==> config.mk <==
export PLATFORM = sky130hd
export DESIGN_NAME = dm_arbiter_flat
export DESIGN_NICKNAME = d
export VERILOG_FILES = /design/src/rtl/dm_arbiter_pkg.sv /design/src/rtl/dm_arbiter_if.sv /design/src/rtl/dm_arb_starve_cnt.sv /design/src/rtl/dm_arbiter.sv /design/src/flat_wrapper.sv
export SDC_FILE = /design/constraint.sdc
export NUM_CORES = 1
export LEC_CHECK = 0
export ABC_AREA = 1
export CAP_MARGIN = 20
export CORE_MARGIN = 1.5
export CORE_UTILIZATION = 40
export DETAILED_ROUTE_END_ITERATION = 8
export GPL_ROUTABILITY_DRIVEN = 0
export PLACE_DENSITY = 0.95
export RECOVER_POWER = 25
export SLEW_MARGIN = 25
export SYNTH_ARGS = -nofsm -noshare
export SYNTH_HDL_FRONTEND = slang
export SYNTH_SLANG_ARGS = --single-unit
==> constraint.sdc <==
create_clock -name clk -period 3 [get_ports clk]
set_clock_uncertainty 0.2 [all_clocks]
set_input_delay 0.6 -clock clk [delete_from_list [all_inputs] [get_ports clk]]
set_output_delay 0.6 -clock clk [all_outputs]
set_load 0.05 [all_outputs]
==> src/rtl/dm_arbiter_pkg.sv <==
// ---------------------------------------------------------------------------
// dm_arbiter_pkg
// Shared definitions for the data-memory arbiter slice:
//   - arb_state_e    : arbiter FSM state encoding (IDLE / RUN)
//   - DM_*_DEF       : default address width, data width and starvation limit
//   - cnt_width()    : width of the starvation counter for a given limit
// ---------------------------------------------------------------------------
package dm_arbiter_pkg;

  localparam int DM_AW_DEF       = 10;
  localparam int DM_DW_DEF       = 32;
  localparam int DM_MAX_WAIT_DEF = 4;

  typedef enum logic {
    ARB_IDLE = 1'b0,
    ARB_RUN  = 1'b1
  } arb_state_e;

  // Counter must hold 0..max_wait; never narrower than one bit.
  function automatic int cnt_width(input int max_wait);
    return (max_wait < 1) ? 1 : $clog2(max_wait + 1);
  endfunction

endpackage

==> src/rtl/dm_arbiter_if.sv <==
// ---------------------------------------------------------------------------
// dm_arbiter_if
// Bundles the three buses around the arbiter:
//   cpu_* : MEM-stage request/response
//   dma_* : burst engine control, per-beat data and status
//   dm_*  : single-port data memory (addr/din/we out, asynchronous dout in)
// Modports:
//   slave  : the arbiter's view
//   master : the surrounding system's view (CPU, DMA engine, memory)
// ---------------------------------------------------------------------------
interface dm_arbiter_if
  import dm_arbiter_pkg::*;
#(
  parameter int AW = DM_AW_DEF,
  parameter int DW = DM_DW_DEF
) ();

  logic          cpu_req;
  logic          cpu_we;
  logic [AW-1:0] cpu_addr;
  logic [DW-1:0] cpu_wdata;
  logic [DW-1:0] cpu_rdata;
  logic          cpu_stall;

  logic          dma_start;
  logic          dma_we;
  logic [AW-1:0] dma_addr;
  logic [AW-1:0] dma_len;
  logic [DW-1:0] dma_wdata;
  logic          dma_beat;
  logic [DW-1:0] dma_rdata;
  logic          dma_rvalid;
  logic          dma_busy;
  logic          dma_done;

  logic [AW-1:0] dm_addr;
  logic [DW-1:0] dm_din;
  logic          dm_we;
  logic [DW-1:0] dm_dout;

  modport slave (
    input  cpu_req, cpu_we, cpu_addr, cpu_wdata,
    output cpu_rdata, cpu_stall,
    input  dma_start, dma_we, dma_addr, dma_len, dma_wdata,
    output dma_beat, dma_rdata, dma_rvalid, dma_busy, dma_done,
    output dm_addr, dm_din, dm_we,
    input  dm_dout
  );

  modport master (
    output cpu_req, cpu_we, cpu_addr, cpu_wdata,
    input  cpu_rdata, cpu_stall,
    output dma_start, dma_we, dma_addr, dma_len, dma_wdata,
    input  dma_beat, dma_rdata, dma_rvalid, dma_busy, dma_done,
    input  dm_addr, dm_din, dm_we,
    output dm_dout
  );

endinterface

==> src/rtl/dm_arb_starve_cnt.sv <==
// ---------------------------------------------------------------------------
// dm_arb_starve_cnt
// Counts consecutive CPU grants while a DMA burst is pending and flags when
// the DMA must be given the next slot.
// Ports:
//   clk   in  : clock
//   rst   in  : asynchronous active-low reset
//   i_inc in  : CPU took the slot from a pending burst (saturating increment)
//   i_clr in  : clear the count (DMA beat or burst launch); wins over i_inc
//   o_hit out : count has reached MAX_WAIT
// ---------------------------------------------------------------------------
module dm_arb_starve_cnt
  import dm_arbiter_pkg::*;
#(
  parameter int MAX_WAIT = DM_MAX_WAIT_DEF
) (
  input  logic clk,
  input  logic rst,
  input  logic i_inc,
  input  logic i_clr,
  output logic o_hit
);

  localparam int            CW    = cnt_width(MAX_WAIT);
  localparam logic [CW-1:0] MAX_C = CW'(MAX_WAIT);

  logic [CW-1:0] r_cnt;

  // NOTE: state is updated with non-blocking assignments so every flop samples
  // pre-edge values regardless of block ordering.
  always_ff @(posedge clk or negedge rst) begin
    if (!rst) begin
      r_cnt <= '0;
    end else if (i_clr) begin
      r_cnt <= '0;
    end else if (i_inc && (r_cnt != MAX_C)) begin
      r_cnt <= r_cnt + CW'(1);
    end
  end

  // With MAX_WAIT = 0 the count is pinned at 0, so hit is constantly high and
  // the DMA wins every cycle.
  assign o_hit = (r_cnt == MAX_C);

endmodule

==> src/rtl/dm_arbiter.sv <==
// ---------------------------------------------------------------------------
// dm_arbiter
// Shares the single-port data memory between the MEM stage (priority) and a
// burst DMA engine, guaranteeing the DMA one beat after at most MAX_WAIT
// consecutive CPU grants.
// Ports:
//   clk in : clock, all state changes on the rising edge
//   rst in : asynchronous active-low reset
//   bus     : dm_arbiter_if.slave -- CPU request/response, DMA control and
//             status, and the memory address/data/write-enable/read-data
// ---------------------------------------------------------------------------
module dm_arbiter
  import dm_arbiter_pkg::*;
#(
  parameter int AW       = DM_AW_DEF,
  parameter int DW       = DM_DW_DEF,
  parameter int MAX_WAIT = DM_MAX_WAIT_DEF
) (
  input  logic           clk,
  input  logic           rst,
  dm_arbiter_if.slave    bus
);

  arb_state_e    r_state;
  logic          r_dir;
  logic [AW-1:0] r_cur_addr;
  logic [AW-1:0] r_remain;
  logic [DW-1:0] r_rdata;
  logic          r_rvalid;
  logic          r_done;

  logic w_run;
  logic w_hit;
  logic w_beat;
  logic w_inc;
  logic w_clr;

  assign w_run  = (r_state == ARB_RUN);
  assign w_beat = w_run & (~bus.cpu_req | w_hit);
  assign w_inc  = w_run & ~w_beat;
  assign w_clr  = w_beat | (~w_run & bus.dma_start);

  dm_arb_starve_cnt #(
    .MAX_WAIT (MAX_WAIT)
  ) u_starve_cnt (
    .clk   (clk),
    .rst   (rst),
    .i_inc (w_inc),
    .i_clr (w_clr),
    .o_hit (w_hit)
  );

  always_ff @(posedge clk or negedge rst) begin
    if (!rst) begin
      r_state    <= ARB_IDLE;
      r_dir      <= 1'b0;
      r_cur_addr <= '0;
      r_remain   <= '0;
      // NOTE: the read-data register is reset too, so dma_rdata reads 0 after
      // reset instead of stale data from an abandoned burst.
      r_rdata    <= '0;
      r_rvalid   <= 1'b0;
      r_done     <= 1'b0;
    end else begin
      r_rvalid <= 1'b0;
      r_done   <= 1'b0;
      case (r_state)
        ARB_IDLE: begin
          if (bus.dma_start) begin
            r_dir      <= bus.dma_we;
            r_cur_addr <= bus.dma_addr;
            r_remain   <= bus.dma_len;
            r_state    <= ARB_RUN;
          end
        end
        ARB_RUN: begin
          // dma_start is deliberately ignored here: a pulse during a burst is
          // dropped, not queued.
          if (w_beat) begin
            r_cur_addr <= r_cur_addr + AW'(1);
            if (!r_dir) begin
              r_rdata  <= bus.dm_dout;
              r_rvalid <= 1'b1;
            end
            if (r_remain == '0) begin
              r_state <= ARB_IDLE;
              r_done  <= 1'b1;
            end else begin
              r_remain <= r_remain - AW'(1);
            end
          end
        end
        default: r_state <= ARB_IDLE;
      endcase
    end
  end

  // The memory port follows the grant; a stalled CPU store therefore never
  // reaches dm_we.
  assign bus.dm_addr    = w_beat ? r_cur_addr    : bus.cpu_addr;
  assign bus.dm_din     = w_beat ? bus.dma_wdata : bus.cpu_wdata;
  assign bus.dm_we      = w_beat ? r_dir         : (bus.cpu_req & bus.cpu_we);

  assign bus.cpu_rdata  = bus.dm_dout;
  assign bus.cpu_stall  = bus.cpu_req & w_beat;

  assign bus.dma_beat   = w_beat;
  assign bus.dma_rdata  = r_rdata;
  assign bus.dma_rvalid = r_rvalid;
  assign bus.dma_busy   = w_run;
  assign bus.dma_done   = r_done;

endmodule

==> src/flat_wrapper.sv <==
// flat-port wrapper written by rule: the top's interface ports become plain ports
module dm_arbiter_flat import dm_arbiter_pkg::*;
#(
  parameter int AW       = DM_AW_DEF,
  parameter int DW       = DM_DW_DEF,
  parameter int MAX_WAIT = DM_MAX_WAIT_DEF
)
  (clk, rst, bus_cpu_req, bus_cpu_we, bus_cpu_addr, bus_cpu_wdata, bus_cpu_rdata, bus_cpu_stall, bus_dma_start, bus_dma_we, bus_dma_addr, bus_dma_len, bus_dma_wdata, bus_dma_beat, bus_dma_rdata, bus_dma_rvalid, bus_dma_busy, bus_dma_done, bus_dm_addr, bus_dm_din, bus_dm_we, bus_dm_dout);
  dm_arbiter_if #(.AW(AW), .DW(DW)) bus_i ();
  input  logic clk;
  input  logic rst;
  input wire logic [$bits(bus_i.cpu_req)-1:0] bus_cpu_req;
  input wire logic [$bits(bus_i.cpu_we)-1:0] bus_cpu_we;
  input wire logic [$bits(bus_i.cpu_addr)-1:0] bus_cpu_addr;
  input wire logic [$bits(bus_i.cpu_wdata)-1:0] bus_cpu_wdata;
  output wire logic [$bits(bus_i.cpu_rdata)-1:0] bus_cpu_rdata;
  output wire logic [$bits(bus_i.cpu_stall)-1:0] bus_cpu_stall;
  input wire logic [$bits(bus_i.dma_start)-1:0] bus_dma_start;
  input wire logic [$bits(bus_i.dma_we)-1:0] bus_dma_we;
  input wire logic [$bits(bus_i.dma_addr)-1:0] bus_dma_addr;
  input wire logic [$bits(bus_i.dma_len)-1:0] bus_dma_len;
  input wire logic [$bits(bus_i.dma_wdata)-1:0] bus_dma_wdata;
  output wire logic [$bits(bus_i.dma_beat)-1:0] bus_dma_beat;
  output wire logic [$bits(bus_i.dma_rdata)-1:0] bus_dma_rdata;
  output wire logic [$bits(bus_i.dma_rvalid)-1:0] bus_dma_rvalid;
  output wire logic [$bits(bus_i.dma_busy)-1:0] bus_dma_busy;
  output wire logic [$bits(bus_i.dma_done)-1:0] bus_dma_done;
  output wire logic [$bits(bus_i.dm_addr)-1:0] bus_dm_addr;
  output wire logic [$bits(bus_i.dm_din)-1:0] bus_dm_din;
  output wire logic [$bits(bus_i.dm_we)-1:0] bus_dm_we;
  input wire logic [$bits(bus_i.dm_dout)-1:0] bus_dm_dout;
  assign bus_i.cpu_req = bus_cpu_req;
  assign bus_i.cpu_we = bus_cpu_we;
  assign bus_i.cpu_addr = bus_cpu_addr;
  assign bus_i.cpu_wdata = bus_cpu_wdata;
  assign bus_cpu_rdata = bus_i.cpu_rdata;
  assign bus_cpu_stall = bus_i.cpu_stall;
  assign bus_i.dma_start = bus_dma_start;
  assign bus_i.dma_we = bus_dma_we;
  assign bus_i.dma_addr = bus_dma_addr;
  assign bus_i.dma_len = bus_dma_len;
  assign bus_i.dma_wdata = bus_dma_wdata;
  assign bus_dma_beat = bus_i.dma_beat;
  assign bus_dma_rdata = bus_i.dma_rdata;
  assign bus_dma_rvalid = bus_i.dma_rvalid;
  assign bus_dma_busy = bus_i.dma_busy;
  assign bus_dma_done = bus_i.dma_done;
  assign bus_dm_addr = bus_i.dm_addr;
  assign bus_dm_din = bus_i.dm_din;
  assign bus_dm_we = bus_i.dm_we;
  assign bus_i.dm_dout = bus_dm_dout;
  dm_arbiter #(.AW(AW), .DW(DW), .MAX_WAIT(MAX_WAIT)) u_core (.clk(clk), .rst(rst), .bus(bus_i));
endmodule
======== Word-level counts from Yosys, hierarchy flattened ========
Cells that the tools add are included.
cells by class
  add/sub/neg operators ................... 3
  multiply operators ...................... 0
  div/mod/pow operators ................... 0
  magnitude comparators ................... 0
  equal/unequal tests ..................... 5
  shift-type cells ........................ 0
  mux-type cells .......................... 22
  bitwise gates (word level) .............. 11
  reduce and logical (&&, ||, !) cells .... 7
operators by type and width
  cell                     count
  $mux W10                 6
  $pmux W10 S2             2
  $mux W32                 1
  $add A10 B1 Y10 const B  1
  $logic_not A10 Y1        1
  $mux W1                  10
  $sub A10 B1 Y10 const B  1
  $mux W3                  2
  $ne A2 B2 Y1 const B     3
  $reduce_and A3 Y1        2
  $and A1 B1 Y1            5
  $not A1 Y1               4
  $reduce_and A2 Y1        2
  $add A3 B1 Y3 const B    1
  $eq A3 B3 Y1 const B     1
  $ne A3 B3 Y1 const B     1
  $or A1 B1 Y1             2
  $pmux W1 S2              1
  $reduce_bool A2 Y1       1
  $logic_and A1 B1 Y1      1
word-level totals
  flip-flop bits (word level) ............. 59
  bits in latches ......................... 0
  memory bits (writable) .................. 0
  ROM bits ................................ 0
  input bits .............................. 132
  output and inout port bits .............. 112
  memories kept ........................... 0

======== Longest topological paths before layout ========
Gate-level depths: netlist of the first run.
  word-level depth ........................ 8
  depth in mapped cells ................... 11

======== Modules after synthesis ========
A second synthesis of the first run with hierarchy kept.
unflattened totals
  cells, all modules ...................... 540
  area, all modules ....................... 3579.7 um2
by module, submodules not included
  module             times used  cells each  area an instance (um2)
  dm_arbiter         1           515         3394.5
  dm_arb_starve_cnt  1           25          185.2

======== Worst setup path before layout of the first run ========
OpenSTA, ideal clock, no wires.
  path type ............................... register to output
  start point ............................. reg u_core.r_state, in the netlist u_core.bus.dma_busy
  end point ............................... out bus_dm_addr[3]
  data arrival time ....................... 2.192 ns
  slack ................................... 0.008 ns
  cell stages (with the launch flop) ...... 4
  path buffers ............................ 1
  cells stage by stage .................... dfrtp_1 > nand2_4 > buf_1 > o21ai_0
between the ends
  longest elaborated chain between the ends .. 2
ends and longest elaborated chain
  what                    RTL line            RTL
  from (decl)             dm_arbiter.sv:24    arb_state_e r_state;
  from (signal assigned)  dm_arbiter.sv:55    r_state <= ARB_IDLE;
  from (signal assigned)  dm_arbiter.sv:73    r_state <= ARB_RUN;
  from (signal assigned)  dm_arbiter.sv:86    r_state <= ARB_IDLE;
  $and A1 B1 Y1           dm_arbiter.sv:39    assign w_beat = w_run & (~bus.cpu_req | w_hit);
  $mux W10                dm_arbiter.sv:100   assign bus.dm_addr = w_beat ? r_cur_addr : bus.cpu_addr;
  to (decl)               flat_wrapper.sv:28  output wire logic [$bits(bus_i.dm_addr)-1:0] bus_dm_addr;
Every way passes these cells.

======== Worst setup path after layout of the first run ========
  start point ............................. in bus_cpu_req
  end point ............................... out bus_dm_addr[9]
between the ends
  longest elaborated chain between the ends .. 4
ends and longest elaborated chain
  what           RTL line            RTL
  from (decl)    flat_wrapper.sv:12  input wire logic [$bits(bus_i.cpu_req)-1:0] bus_cpu_req;
  $not A1 Y1     dm_arbiter.sv:39
  $or A1 B1 Y1   dm_arbiter.sv:39
  $and A1 B1 Y1  dm_arbiter.sv:39
  $mux W10       dm_arbiter.sv:100
Every way passes these cells.

==> impl_metrics.csv, run 1 <==
group,metric,value,unit
outcome,status,"complete, no violations",
synthesis,syn_area_per_cell,6.863,um^2
sta,rsz0062_at_grt,"no",
sta,tightest_slew,1.467,ns
worst_setup_path,endpoint_kind,"primary output",
floorplanning,core_region_area,8848,um^2
synthesis,yosysMostFrequentCell,"nand2_1",
sta,tns,0,ns
routing,wl_met1,4788,um
sta,setup_viol,0,
finish,fillers,608,
clock_network,postCtsSetupBuffers,0,
pwr,swShare,0.5087,
routing,viasPerCell,4.957,
synthesis,synth_nets,676,
routing,routedWlPerCell,15.09,um
routing,firstDrtPassIters,8,
floorplanning,pin_count,244,
synthesis,synth_largest_area_cell,"dfrtp_1",
routing,drc,0,
routing,num_vias,4263,
pwr,switchingPower,3.160,mW
pwr,ir_drop,639.5,uV
place,dp_hpwl,10590,um
clock_network,cts_hold_buf,0,
finish,final_util,0.7356,
finish,final_area,6509,um^2
worst_setup_path,crit_type,"input port to primary output",
grt,grt_pass1_vias,4168,
pwr,p_leak,3.243,nW
clock_network,ctsHtreeMaxLevel,3,
synthesis,ys_seq_elements,59,
finish,areaGrowthSynthToFinish,75.62,%
pwr,clock_power_share,0.109,
sta,finalHoldViolations,0,
floorplanning,chipHeight,99.26,um
clock_network,clk_latency,0.31,ns
pwr,p_int,3.052,mW
clock_network,ctsResizeCount,0,
grt,grt_pass1_wl,20290,um
grt,antenna_found_initial,0,
worst_setup_path,worstPathArrival,2.00,ns
clock_network,cts.sink_count,59,
place,numPortBuffers,243,
pwr,power_frac_seq,0.229,
worst_setup_path,rrSetupSlack,0.68,ns
pwr,power_frac_comb,0.662,
clock_network,cts_tree,"yes",
place,dpl-instance-area,6329,um^2
sta,min_period_over_period,0.9339,
floorplanning,rows,34,
pwr,power_density,954.4,nW/um^2
sta,relSlewSlack,0.02221,
synthesis,ys_seq_area_frac,0.3984,
routing,drtIter0Drc,219,
grt,grt_max_degree,60,
finish,n_antenna_cell,0,
synthesis,synth.top_cell.area_share,0.3984,
job,cap_violations,0,
floorplanning,dieArea,9852,um^2
synthesis,synth-edff-count,0,
clock_network,cts_root_buf,"clkbuf_8",
finish,final_nets,884,
synthesis,synthCells,540,
routing,antenna_left,0,
synthesis,yosys-top-cells-area,"dfrtp_1 40%, nand2_1 29%, buf_4 7.5%, o21ai_0 3.5%, nor2_1 2.9%",
synthesis,synthTopCellsByCount,"285 x nand2_1, 59 x dfrtp_1, 37 x buf_4, 29 x nor2_1, 26 x o21ai_0",
sta,post-route-min-period,2.802,ns
synthesis,yosysWarnings,0,
clock_network,cts_buffer_depth,2,
grt,globalRouteTotalUtil,0.2608,
synthesis,synthDistinctLibCells,33,
sta,fmax,0.3569,GHz
floorplanning,fp.dieW,99.26,um
synthesis,synth_flop_cell,"dfrtp_1",
routing,wirelength,12980,um
synthesis,mappedNetlistArea,3706,um^2
worst_setup_path,critPathRequiredTime,2.20,ns
min_path,hold_path.class,"register to register",
routing,met2_length,6930,um
floorplanning,initial_core_util,0.4188,
worst_setup_path,start_kind,"input port",
sta,slew_viol_final,0,
routing,dr_wl_met3,902,um
worst_setup_path,worstPathMaxFanout,14,
grt,grt-ovfl-total,0,
clock_network,clkTransAtPathRegs,0.07,ns
finish,drive_above_1_share,0.1649,
synthesis,async_flop_share,1.000,
clock_network,cts_buffers,9,
routing,maxUsedRoutingLayer,"met4",
[per-stage QoR]
step | std cells | hold WS, ns | power [mW] | worst slack, ns
global route | 860 | 0.2988 | 6.560 | 0.09329
global placement | 845 | 0.2532 | 5.410 | 0.2786
finish | 860 | 0.2732 | 6.212 | 0.1983
floorplan | 540 | 0.1044 | 3.950 | 0.008124
CTS | 860 | 0.2553 | 6.230 | 0.2041
detailed placement | 845 | 0.2610 | 5.534 | 0.2128
[power by group through the flow]
stage / Combinational (mW) / Clock [mW] / Sequential (mW)
after floorplan: 1.80 / 0 / 2.15
after global placement: 4.00 / 0 / 1.41
after detailed placement: 4.10 / 0 / 1.43
after CTS: 4.12 / 0.695 / 1.42
after global routing: 4.37 / 0.728 / 1.46
final: 4.11 / 0.677 / 1.42
[metal layers]
layer,global-route usage,vias up
met1,0.2839,1977
li1,-,2051
met2,0.4932,204
met5,0,-
met3,0.05341,31
met4,0.1018,0
[cell families (layout without fill, tap and decap cells)]
kind of cell / after synthesis / after routing / share of synthesized area
AOI/OAI and AO/OA: 42 / 42 / 0.06516
xor gates and xnor gates: 3 / 3 / 0.007091
adders and majority gates: 4 / 4 / 0.01350
buffers and inverters: 84 / 296 / 0.1337
DFF: 59 / 59 / 0.3984
muxes: 1 / 1 / 0.003038
and+or+nand+nor: 347 / 347 / 0.3791
[critical path, cell delays in order]
cell             delay (ns)
clkdlybuf4s50_1        0.45
nand2_2                0.12
nand2_4                0.07
buf_4                  0.20
o21ai_0                0.36
buf_12                 0.19
[registers in the layout, summed over array words and instances, names as in the netlist]
name	cells
u_core.bus.dma_busy	1
u_core.r_cur_addr	10
u_core.r_remain	10
u_core.u_starve_cnt.r_cnt	3
u_core.bus.dma_rdata	32
u_core.bus.dma_rvalid	1
u_core.bus.dma_done	1
u_core.r_dir	1
[layout by cell type, fill, tap and decap left out, types with 2 or more instances in the layout]
cell	n
nand4_1	3
ha_1	4
o21ai_1	3
nand2_1	285
clkbuf_8	9
o21ai_0	26
xor2_1	3
o22ai_1	2
a21oi_1	2
inv_2	5
clkinvlp_4	2
nor2_1	29
nand3_1	15
inv_1	25
clkinv_2	2
buf_4	38
nor2_4	2
dfrtp_1	59
buf_12	46
nand2_2	5
nand2_4	3
clkdlybuf4s50_1	165
o21ai_2	4
[final timing paths]
path,cells after the start,end,start
min in group asynchronous,2,u_core.r_cur_addr[4]$_DFFE_PN0P_,rst
worst min register to register,2,u_core.bus.dma_rdata[18]$_DFFE_PN0P_,u_core.bus.dma_rdata[18]$_DFFE_PN0P_
worst max-delay path,6,bus_dm_addr[9],bus_cpu_req
worst max register to register,11,u_core.bus.dma_rdata[28]$_DFFE_PN0P_,u_core.u_starve_cnt.r_cnt[0]$_DFFE_PN0P_
worst min-delay path,2,u_core.bus.dma_rdata[18]$_DFFE_PN0P_,u_core.bus.dma_rdata[18]$_DFFE_PN0P_
max in group asynchronous,2,u_core.bus.dma_rdata[29]$_DFFE_PN0P_,rst
[final cells by class]
class | count | area (um^2) | area share
timing repair buffer | 251 | 2868 | 0.4406
multi-input combinational | 397 | 1734 | 0.2664
sequential | 59 | 1476 | 0.2268
tap | 108 | 135.1 | 0.02076
clock buffer | 10 | 127.6 | 0.01961
inverter | 30 | 112.6 | 0.01730
clock inverter | 5 | 55.05 | 0.008458
Power figures use the tool's default switching activity.
==> run 2, diff against run 1 <==
Settings changed: SLEW_MARGIN 25 to 5.
==> results of run 2 <==
Final layout, timing and power as in run 1 (identical DEF).
==> run 3, diff against run 2 <==
Settings changed: MAX_ROUTING_LAYER from default to met4.
==> impl_metrics.csv, run 3 (synthesis results as in run 1) <==
group,metric,value,unit
clock_network,clkTransAtPathRegs,0.07,ns
floorplanning,fp.dieW,99.26,um
place,dp_hpwl,10590,um
floorplanning,pin_count,244,
grt,grt_pass1_vias,4169,
sta,relSlewSlack,-0.002019,
min_path,hold_path_end,"u_core.bus.dma_rdata[11]$_DFFE_PN0P_",
clock_network,cts_tree,"yes",
outcome,violations,"max-capacitance violations, max-slew violations",
worst_setup_path,rr_worst_depth,11,
floorplanning,chipHeight,99.26,um
place,numPortBuffers,243,
routing,dr_wl_met3,885,um
grt,globalRouteTotalUtil,0.2682,
worst_setup_path,worstPathArrival,2.00,ns
worst_setup_path,reg2reg_to,"u_core.bus.dma_rdata[27]$_DFFE_PN0P_",
routing,maxUsedRoutingLayer,"met4",
min_path,hold_path.class,"register to register",
finish,final_util,0.7356,
pwr,clock_power_share,0.110,
clock_network,cts.sink_count,59,
finish,final_cell_mix,"285 x nand2_1, 165 x clkdlybuf4s50_1, 59 x dfrtp_1",
worst_setup_path,max_stage_delay,0.45,ns
finish,regArea,1476,um^2
worst_setup_path,endpoint_kind,"primary output",
clock_network,cts_buffer_depth,2,
finish,drive_above_1_share,0.1649,
min_path,hold_path_startpoint,"u_core.bus.dma_rdata[11]$_DFFE_PN0P_",
pwr,p_int,3.052,mW
pwr,power_density,954.7,nW/um^2
worst_setup_path,critPathRequiredTime,2.20,ns
sta,tns,0,ns
worst_setup_path,cp_slowest_cell,"clkdlybuf4s50_1",
clock_network,clk_latency,0.32,ns
finish,layout.cells.non_filler,860,
worst_setup_path,rrSetupSlack,0.67,ns
worst_setup_path,worstPathMaxFanout,14,
place,dp_cells,845,
sta,post-route-min-period,2.802,ns
routing,num_vias,4233,
pwr,switchingPower,3.162,mW
grt,grt_max_degree,60,
clock_network,cts_buffers,9,
floorplanning,rows,34,
routing,firstDrtPassIters,5,
worst_setup_path,path_cells,"clkdlybuf4s50_1 -> nand2_2 -> nand2_4 -> buf_4 -> o21ai_0 -> buf_12",
clock_network,cts_root_buf,"clkbuf_8",
finish,multiInputGateArea,1734,um^2
sta,finalHoldViolations,0,
grt,grt-ovfl-total,0,
worst_setup_path,rr_startpoint,"u_core.u_starve_cnt.r_cnt[0]$_DFFE_PN0P_",
floorplanning,dieArea,9852,um^2
grt,grt_pass1_wl,20270,um
floorplanning,core_region_area,8848,um^2
finish,areaGrowthSynthToFinish,75.62,%
pwr,power_frac_seq,0.229,
outcome,status,"complete, but fails checks",
routing,drc,0,
routing,met2_length,6896,um
finish,fillers,608,
clock_network,postCtsSetupBuffers,0,
pwr,total_power,6.214,mW
pwr,ir_drop,638.7,uV
finish,final_nets,884,
sta,fmax,0.3569,GHz
clock_network,ctsResizeCount,0,
pwr,power_frac_comb,0.662,
sta,min_period_over_period,0.9339,
routing,routedWlPerCell,15.13,um
sta,setup_viol,0,
finish,final_common_cell,"nand2_1",
routing,wirelength,13010,um
sta,tightest_slew,1.503,ns
grt,antenna_found_initial,0,
routing,wl_met1,4829,um
pwr,p_leak,3.243,nW
worst_setup_path,start_kind,"input port",
routing,viasPerCell,4.922,
sta,slew_viol_final,59,
sta,rsz0062_at_grt,"no",
routing,drtIter0Drc,199,
min_path,min_delay_path_depth,2,
finish,largest_register_ffs,32,
routing,antenna_left,0,
pwr,swShare,0.5089,
finish,n_antenna_cell,0,
floorplanning,initial_core_util,0.4188,
job,cap_violations,1,
clock_network,ctsHtreeMaxLevel,3,
worst_setup_path,crit_type,"input port to primary output",
clock_network,cts_hold_buf,0,
-- run 3: cell counts in the layout (fill, tap and decap cells not counted) --
No cell type changed its count.
-- run 3: how the worst max path moves through the flow --
stage	start	to	slack [ns]	cells past startpoint
after detailed placement	bus_cpu_req	bus_dm_addr[9]	0.21	6
after global placement	bus_cpu_req	bus_dm_addr[8]	0.28	6
final	bus_cpu_req	bus_dm_addr[9]	0.20	6
after floorplan	u_core.bus.dma_busy$_DFF_PN0_	bus_dm_addr[3]	0.008	3
after CTS	bus_cpu_req	bus_dm_addr[9]	0.20	6
after global routing	bus_cpu_req	bus_dm_addr[9]	0.09	6
-- run 3: routing by layer --
layer  global-route usage  up-vias
li1                     -     2051
met1               0.2862     1952
met2               0.4921      195
met3              0.04849       35
met4               0.1029        0
met5                    -        -
-- run 3: area by class of cell --
type	instances	share of cell area
multi-input combinational	397	0.2664
clock inverter	5	0.008458
sequential	59	0.2268
tap	108	0.02076
inverter	30	0.01730
clock buffer	10	0.01961
timing repair buffer	251	0.4406
-- run 3: critical path, delay by kind of cell --
kind / cells / cell delay (ns)
buf+inv: 3 / 0.84
simple gates: 2 / 0.19
compound gates: 1 / 0.36
-- run 3: power groups by stage --
stage	clock (mW)	combinational, mW	sequential (mW)
2_1_floorplan	0	1.80	2.15
3_3_place_gp	0	4.00	1.41
3_5_place_dp	0	4.10	1.43
4_1_cts	0.695	4.12	1.42
5_1_grt	0.728	4.37	1.46
6_report	0.681	4.11	1.42
-- run 3: per-stage QoR --
step | cell area (um^2) | setup slack [ns] | hold WS [ns]
after floorplan | 3706 | 0.008124 | 0.1044
after global routing | 6509 | 0.09329 | 0.2988
after detailed placement | 6329 | 0.2128 | 0.2610
after global placement | 6329 | 0.2786 | 0.2532
final | 6509 | 0.1984 | 0.2748
after CTS | 6511 | 0.2041 | 0.2553
